$ cat src/rtl/rv32i_pkg.sv
// rv32i_pkg: RV32I opcodes, immediate formats and the decoded-beat layout.
package rv32i_pkg;
  localparam logic [6:0] OP = 7'b0110011, OP_IMM = 7'b0010011, LOAD = 7'b0000011;
  localparam logic [6:0] STORE = 7'b0100011, BRANCH = 7'b1100011, JALR = 7'b1100111;
  localparam logic [6:0] JAL = 7'b1101111, LUI = 7'b0110111, AUIPC = 7'b0010111;
  typedef enum logic [2:0] {IMM_NONE, IMM_I, IMM_S, IMM_B, IMM_U, IMM_J} imm_type_e;
  typedef struct packed {
    logic [6:0] funct7;
    logic [2:0] funct3;
    logic [6:0] opcode;
    logic [4:0] rd;
    logic [4:0] rs1;
    logic [4:0] rs2;
    imm_type_e  imm_type;
    logic       illegal;
  } dec_fields_t;
  // A stored beat is {pc, imm, fields}; pc and imm are XLEN wide.
  function automatic int beat_w(input int xlen);
    return 2 * xlen + $bits(dec_fields_t);
  endfunction
endpackage

$ cat src/rtl/imm_gen.sv
// imm_gen: RV32I immediate reassembly and sign extension to XLEN.
module imm_gen import rv32i_pkg::*; #(
  parameter int XLEN = 32
) (
  input  logic [31:0]     inst,
  output logic [XLEN-1:0] imm,
  output imm_type_e       imm_type
);
  logic [6:0]  op;
  logic [31:0] raw;
  assign op = inst[6:0];
  always_comb begin
    imm_type = (op == OP_IMM || op == LOAD || op == JALR) ? IMM_I :
               (op == STORE) ? IMM_S :
               (op == BRANCH) ? IMM_B :
               (op == LUI || op == AUIPC) ? IMM_U :
               (op == JAL) ? IMM_J : IMM_NONE;
    raw = (imm_type == IMM_I) ? {{20{inst[31]}}, inst[31:20]} :
          (imm_type == IMM_S) ? {{20{inst[31]}}, inst[31:25], inst[11:7]} :
          (imm_type == IMM_B) ? {{19{inst[31]}}, inst[31], inst[7], inst[30:25], inst[11:8], 1'b0} :
          (imm_type == IMM_U) ? {inst[31:12], 12'b0} :
          (imm_type == IMM_J) ? {{11{inst[31]}}, inst[31], inst[19:12], inst[20], inst[30:21], 1'b0} :
          32'd0;
    imm = XLEN'($signed(raw));
  end
endmodule

$ cat src/rtl/decode_stage.sv
// decode_stage: registered RV32I decode behind a two-entry skid buffer.
// Define DECODE_ILLEGAL_CHECK_EN to build the out_illegal encoding check.
module decode_stage import rv32i_pkg::*; #(
  parameter int XLEN = 32
) (
  input  logic            clk,
  input  logic            rst_n,
  input  logic            flush,
  input  logic            in_valid,
  output logic            in_ready,
  input  logic [31:0]     in_inst,
  input  logic [XLEN-1:0] in_pc,
  output logic            out_valid,
  input  logic            out_ready,
  output logic [XLEN-1:0] out_pc,
  output logic [6:0]      out_opcode,
  output logic [2:0]      out_funct3,
  output logic [4:0]      out_rd,
  output logic [4:0]      out_rs1,
  output logic [4:0]      out_rs2,
  output logic [XLEN-1:0] out_imm,
  output logic [2:0]      out_imm_type,
  output logic [16:0]     out_cu_info,
  output logic            out_illegal
);
  localparam int BW = beat_w(XLEN);
  // State bits double as {out_valid, in_ready} so both come straight from flops.
  typedef enum logic [1:0] {EMPTY = 2'b01, FULL = 2'b11, SKID = 2'b10} state_e;
  state_e          state, state_nx;
  dec_fields_t     f, mf;
  imm_type_e       imm_type;
  logic [XLEN-1:0] imm;
  logic [BW-1:0]   main_q, skid_q;
  logic [6:0]      op;
  logic [2:0]      f3;
  logic            known, has_f3, illegal;
  logic            in_fire, out_fire, ld_main, ld_skid, from_skid;
  imm_gen #(.XLEN(XLEN)) u_imm_gen (.inst(in_inst), .imm(imm), .imm_type(imm_type));
  assign op = in_inst[6:0];
  assign f3 = in_inst[14:12];
  assign known = (imm_type != IMM_NONE) || (op == OP);
  assign has_f3 = known && op != LUI && op != AUIPC && op != JAL;
`ifdef DECODE_ILLEGAL_CHECK_EN
  logic [6:0] f7;
  assign f7 = in_inst[31:25];
  assign illegal = !known
    || (op == OP && !(f7 == 7'd0 || (f7 == 7'b0100000 && (f3 == 3'b000 || f3 == 3'b101))))
    || (op == OP_IMM && f3[1:0] == 2'b01 && !(f7 == 7'd0 || (f7 == 7'b0100000 && f3 == 3'b101)))
    || (op == JALR && f3 != 3'd0)
    || (op == LOAD && (f3 == 3'd3 || f3 >= 3'd6))
    || (op == STORE && f3 > 3'd2)
    || (op == BRANCH && f3[2:1] == 2'b01);
`else
  assign illegal = 1'b0;
`endif
  always_comb begin
    f = '0;
    f.opcode = known ? op : 7'd0;
    f.funct3 = has_f3 ? f3 : 3'd0;
    f.funct7 = (op == OP) ? in_inst[31:25] :
               (op == OP_IMM && f3[1:0] == 2'b01) ? (in_inst[31:25] & 7'b0100000) : 7'd0;
    f.rd = (known && op != STORE && op != BRANCH) ? in_inst[11:7] : 5'd0;
    f.rs1 = has_f3 ? in_inst[19:15] : 5'd0;
    f.rs2 = (op == OP || op == STORE || op == BRANCH) ? in_inst[24:20] : 5'd0;
    f.imm_type = imm_type;
    f.illegal = illegal;
  end
  assign in_fire = in_valid & in_ready;
  assign out_fire = out_valid & out_ready;
  always_comb begin
    ld_main = !flush && in_fire && (state == EMPTY || out_fire);
    ld_skid = !flush && in_fire && state == FULL && !out_fire;
    from_skid = !flush && state == SKID && out_fire;
    state_nx = flush ? EMPTY :
               ld_skid ? SKID :
               (ld_main || from_skid) ? FULL :
               (state == FULL && out_fire) ? EMPTY : state;
  end
  always_ff @(posedge clk) begin
    if (!rst_n) begin
      state <= EMPTY;
      main_q <= '0;
      skid_q <= '0;
    end else begin
      state <= state_nx;
      if (ld_main) main_q <= {in_pc, imm, f};
      else if (from_skid) main_q <= skid_q;
      if (ld_skid) skid_q <= {in_pc, imm, f};
    end
  end
  assign in_ready = state[0];
  assign out_valid = state[1];
  assign {out_pc, out_imm, mf} = main_q;
  assign out_opcode = mf.opcode;
  assign out_funct3 = mf.funct3;
  assign out_rd = mf.rd;
  assign out_rs1 = mf.rs1;
  assign out_rs2 = mf.rs2;
  assign out_imm_type = mf.imm_type;
  assign out_cu_info = {mf.funct7, mf.funct3, mf.opcode};
  assign out_illegal = mf.illegal;
endmodule

$ cat config.mk
export PLATFORM = sky130hd
export DESIGN_NAME = decode_stage
export DESIGN_NICKNAME = d
export VERILOG_FILES = /design/src/rtl/rv32i_pkg.sv /design/src/rtl/imm_gen.sv /design/src/rtl/decode_stage.sv
export SDC_FILE = /design/constraint.sdc
export NUM_CORES = 1
export LEC_CHECK = 0
export BUFFER_PORTS_ARGS = -buffer_cell sky130_fd_sc_hd__buf_2
export CAP_MARGIN = 40
export CORE_MARGIN = 4
export CORE_UTILIZATION = 59
export CTS_BUF_LIST = sky130_fd_sc_hd__clkbuf_16
export DETAILED_ROUTE_END_ITERATION = 8
export PLACE_DENSITY = 0.91
export SETUP_SLACK_MARGIN = 0.05
export SLEW_MARGIN = 20
export SYNTH_ARGS = -nofsm -noshare
export SYNTH_HDL_FRONTEND = slang
export SYNTH_SLANG_ARGS = --single-unit
$ cat constraint.sdc
create_clock -name clk -period 3.93 [get_ports clk]
set_input_delay 0.393 -clock clk [delete_from_list [all_inputs] [get_ports clk]]
set_output_delay 0.393 -clock clk [all_outputs]
set_load 0.1 [all_outputs]
==> summary.txt <==
Status
  – Outcome: finished clean

Detailed routing
  – WL per Instance: around 18 um
  – Drt pass-1 iters: 6
  – DRC Markers: 0
  – Via density: 6.161
  – DRT Wirelength: 22,950 um
  – Antenna Nets Post-Route: 0
  – Total number of vias: between 7,000 and 8,000
  – Starting DRT DRC Count: 920

Yosys
  – Synth Cell Area: about 8600 um2
  – Syn nets: between 1,000 and 1,500
  – Avg Cell Area, Syn: 8.724 um2
  – Synth Area in Compound Gates: 25.80%
  – Post-synthesis simple-gate area fraction: 15.30%
  – Seq/Total Area, Yosys: a little under half
  – Synth Area in Adders: 0%
  – Top FF cell, synth: dfxtp_1
  – Synth async-reset ratio: 0%
  – Yosys reg bits: 200
  – Synth warnings: 0
  – Post-synth EDFFs: 0
  – Post-Synthesis Cells: about 990
  – Post-Synth XOR/XNOR Area: less than 1%
  – Mux cell area share after synthesis: 5.670%
  – Largest family of logic cells by synthesized area: compound AO/OA/AOI/OAI gates
  – Distinct cell type count after synthesis: 63

GRT
  – First-pass GRT wire length: 36,430 um
  – Vias in the first global route: 7,355
  – Largest net degree at the start of global routing: 70
  – Initial antenna violation count: 2
  – GRT busiest layer: met2
  – GR Util met2: 43.26%
  – Met1 global-route usage: 35.18%
  – Congestion Overflow GR: 0
  – Global Route Usage Sum: 27.02%
  – Met3 Usage GRT: under 10%

CTS
  – Clk slew on worst S/H paths: 0.07 ns
  – Clk sinks: 200
  – CTS tree: done
  – Post_cts resized: 0
  – Clock root cell: clkbuf_16
  – Post-CTS Setup Bufs: 0
  – Cts hold-fix bufs: 0
  – Clock network latency to the later pin of the worst-skew pair: about 0.44 ns
  – CTS buffer count: 17
  – Maximum clock path buffer count: 2
  – Max H-tree Level: 4

Worst setup path
  – Req. time, crit path: 4.31 ns
  – CP endpoint kind: flip-flop
  – Arr. time, crit path: 2.69 ns
  – Source of the critical timing path: state[1]$_SDFFE_PP0P_
  – Worst R2R Start: state[1]$_SDFFE_PP0P_
  – CP Launch Type: flip-flop
  – Crit Path Max Fanout: 36
  – Crit path kind: flip-flop to flip-flop

Timing
  – FMAX: 431.9 MHz
  – Period utilization: 58.91%
  – Worst relative slew slack: 46.77%
  – TNS Setup: 0 ns
  – Least-Margin Pin Slew: 0.7984 ns
  – Min Clock Period, post-route: 2.315 ns
  – Final Hold Viols: 0
  – WHS: 0.2037 ns
  – Max-slew violation count: 0
  – Layout Skew: about 0.011 ns
  – RSZ-0062 raised after global routing: no
  – Final setup fails: 0

Final layout
  – Fraction of layout cells with a size suffix above 1: between 20% and 30%
  – Nets@finish: 1,167
  – Non-Filler Instances: 1,292
  – P&R area growth vs syn: 14.86%

Die
  – Core Box Area: 14,100 um2
  – Die W: 128.9 um
  – Die area: 16,620 um2
  – Initial Utilization: 61.21%
  – Die Height: approximately 130 um
  – Total I/O pin count: 181
  – # rows: 43

Run
  – Total of max-cap violations: 0

Placement
  – Gpl congestion: 0.8773
  – Detail Placement HPWL: 15,040 um
  – Cells after DPL: 1,259
  – # port buffers: 179

Min path
  – Hold Crit Class: input port to flip-flop
  – Min-Delay Startpoint: in_inst[10]

Power
  – Pwr/cell area: 439.1 nW/um2
  – Lkg Pwr: 4.090 nW
  – Worst vdd ir: 331.1 uV
  – Total power: approximately 4.4 mW
## kinds of logic after synthesis
family,Yosys count
AOI/OAI and AO/OA,345
and+or+nand+nor,286
DFF,200
buffers and inverters,111
muxes,45
xor gates and xnor gates,1
other,1
## worst max-delay path, cell delays in order, from the launching register on
cell and delay, ns:
dfxtp_1 0.47, nand4b_1 0.26, or2_2 0.62, buf_4 0.39, nor3_2 0.34, a22o_1 0.19
## flip-flops by register name, summed over array words and instances (netlist names)
register	count
main_q	99
skid_q	99
state	2
## metrics by stage
| stage | worst slack [ns] | utilization, % | cell area [um2] |
|---|---|---|---|
| floorplan | 1.643 | - | 8628 |
| global placement | 1.615 | 66.00 | 9303 |
| detailed placement | 1.550 | 66.39 | 9358 |
| CTS | 1.631 | 70.29 | 9908 |
| global route | 1.453 | 70.31 | 9911 |
| finish | 1.615 | 70.31 | 9911 |
## final timing paths
kind | end | slack (ns) | depth (start not counted)
max reg2reg | skid_q[14]$_SDFFE_PN0P_ | 1.61 | 5
min reg2reg | main_q[88]$_SDFFE_PN0P_ | 0.45 | 2
min | main_q[17]$_SDFFE_PN0P_ | 0.20 | 2
max | skid_q[14]$_SDFFE_PN0P_ | 1.61 | 5
## area by class of cell
| class | instances | area, um2 |
|---|---|---|
| fill | 1069 | 4185 |
| antenna | 1 | 2.502 |
| timing repair buffer | 193 | 1033 |
| sequential | 200 | 4004 |
| multi-input combinational | 678 | 4064 |
| tap | 180 | 225.2 |
| clock buffer | 17 | 425.4 |
| clock inverter | 15 | 125.1 |
| inverter | 8 | 31.28 |
## metal layers
layer	part of all wire [%]	routed length, um	up-vias
met1	41	9394	3741
li1	-	-	3754
met4	3.4	775	2
met2	47	10710	399
met3	9.0	2056	64
met5	0.031	7	-
## report_power, final
part / leakage (nW) / total [mW] / switching [mW] / internal [mW]
Combinational: 2.19 / 0.594 / 0.477 / 0.117
Clock: 0.277 / 1.66 / 0.785 / 0.878
Sequential: 1.62 / 2.09 / 0.0255 / 2.07
Total: 4.09 / 4.35 / 1.29 / 3.06
## placed cells by master (no fill, tap or decap), types with 8 or more instances in the layout
master,instances
o211a_1,10
inv_1,8
a21oi_1,114
nand3_1,28
buf_2,179
clkbuf_16,17
a22o_1,9
o211ai_1,14
buf_4,12
o21ai_0,63
a31oi_1,41
a22oi_1,39
a311oi_1,9
nand2_1,195
o31a_1,8
o2bb2ai_1,9
mux2_2,31
mux2i_1,14
dfxtp_1,200
nor2_1,19
## synthesized netlist by cell type, drive strengths merged, types with 11 or more instances
cell,count,share of area (%)
a22oi,39,3.4
nand2,195,8.5
buf,70,4.9
o211a,11,1.4
dfxtp,200,46
o21ai,68,4.1
a21oi,115,6.7
nor3,11,0.93
mux2,31,4.0
nor2,20,0.90
mux2i,14,1.6
o211ai,14,1.2
a31oi,41,3.0
nand3,29,1.7
clkbuf,33,1.4
(Power assumes the default switching activity.)
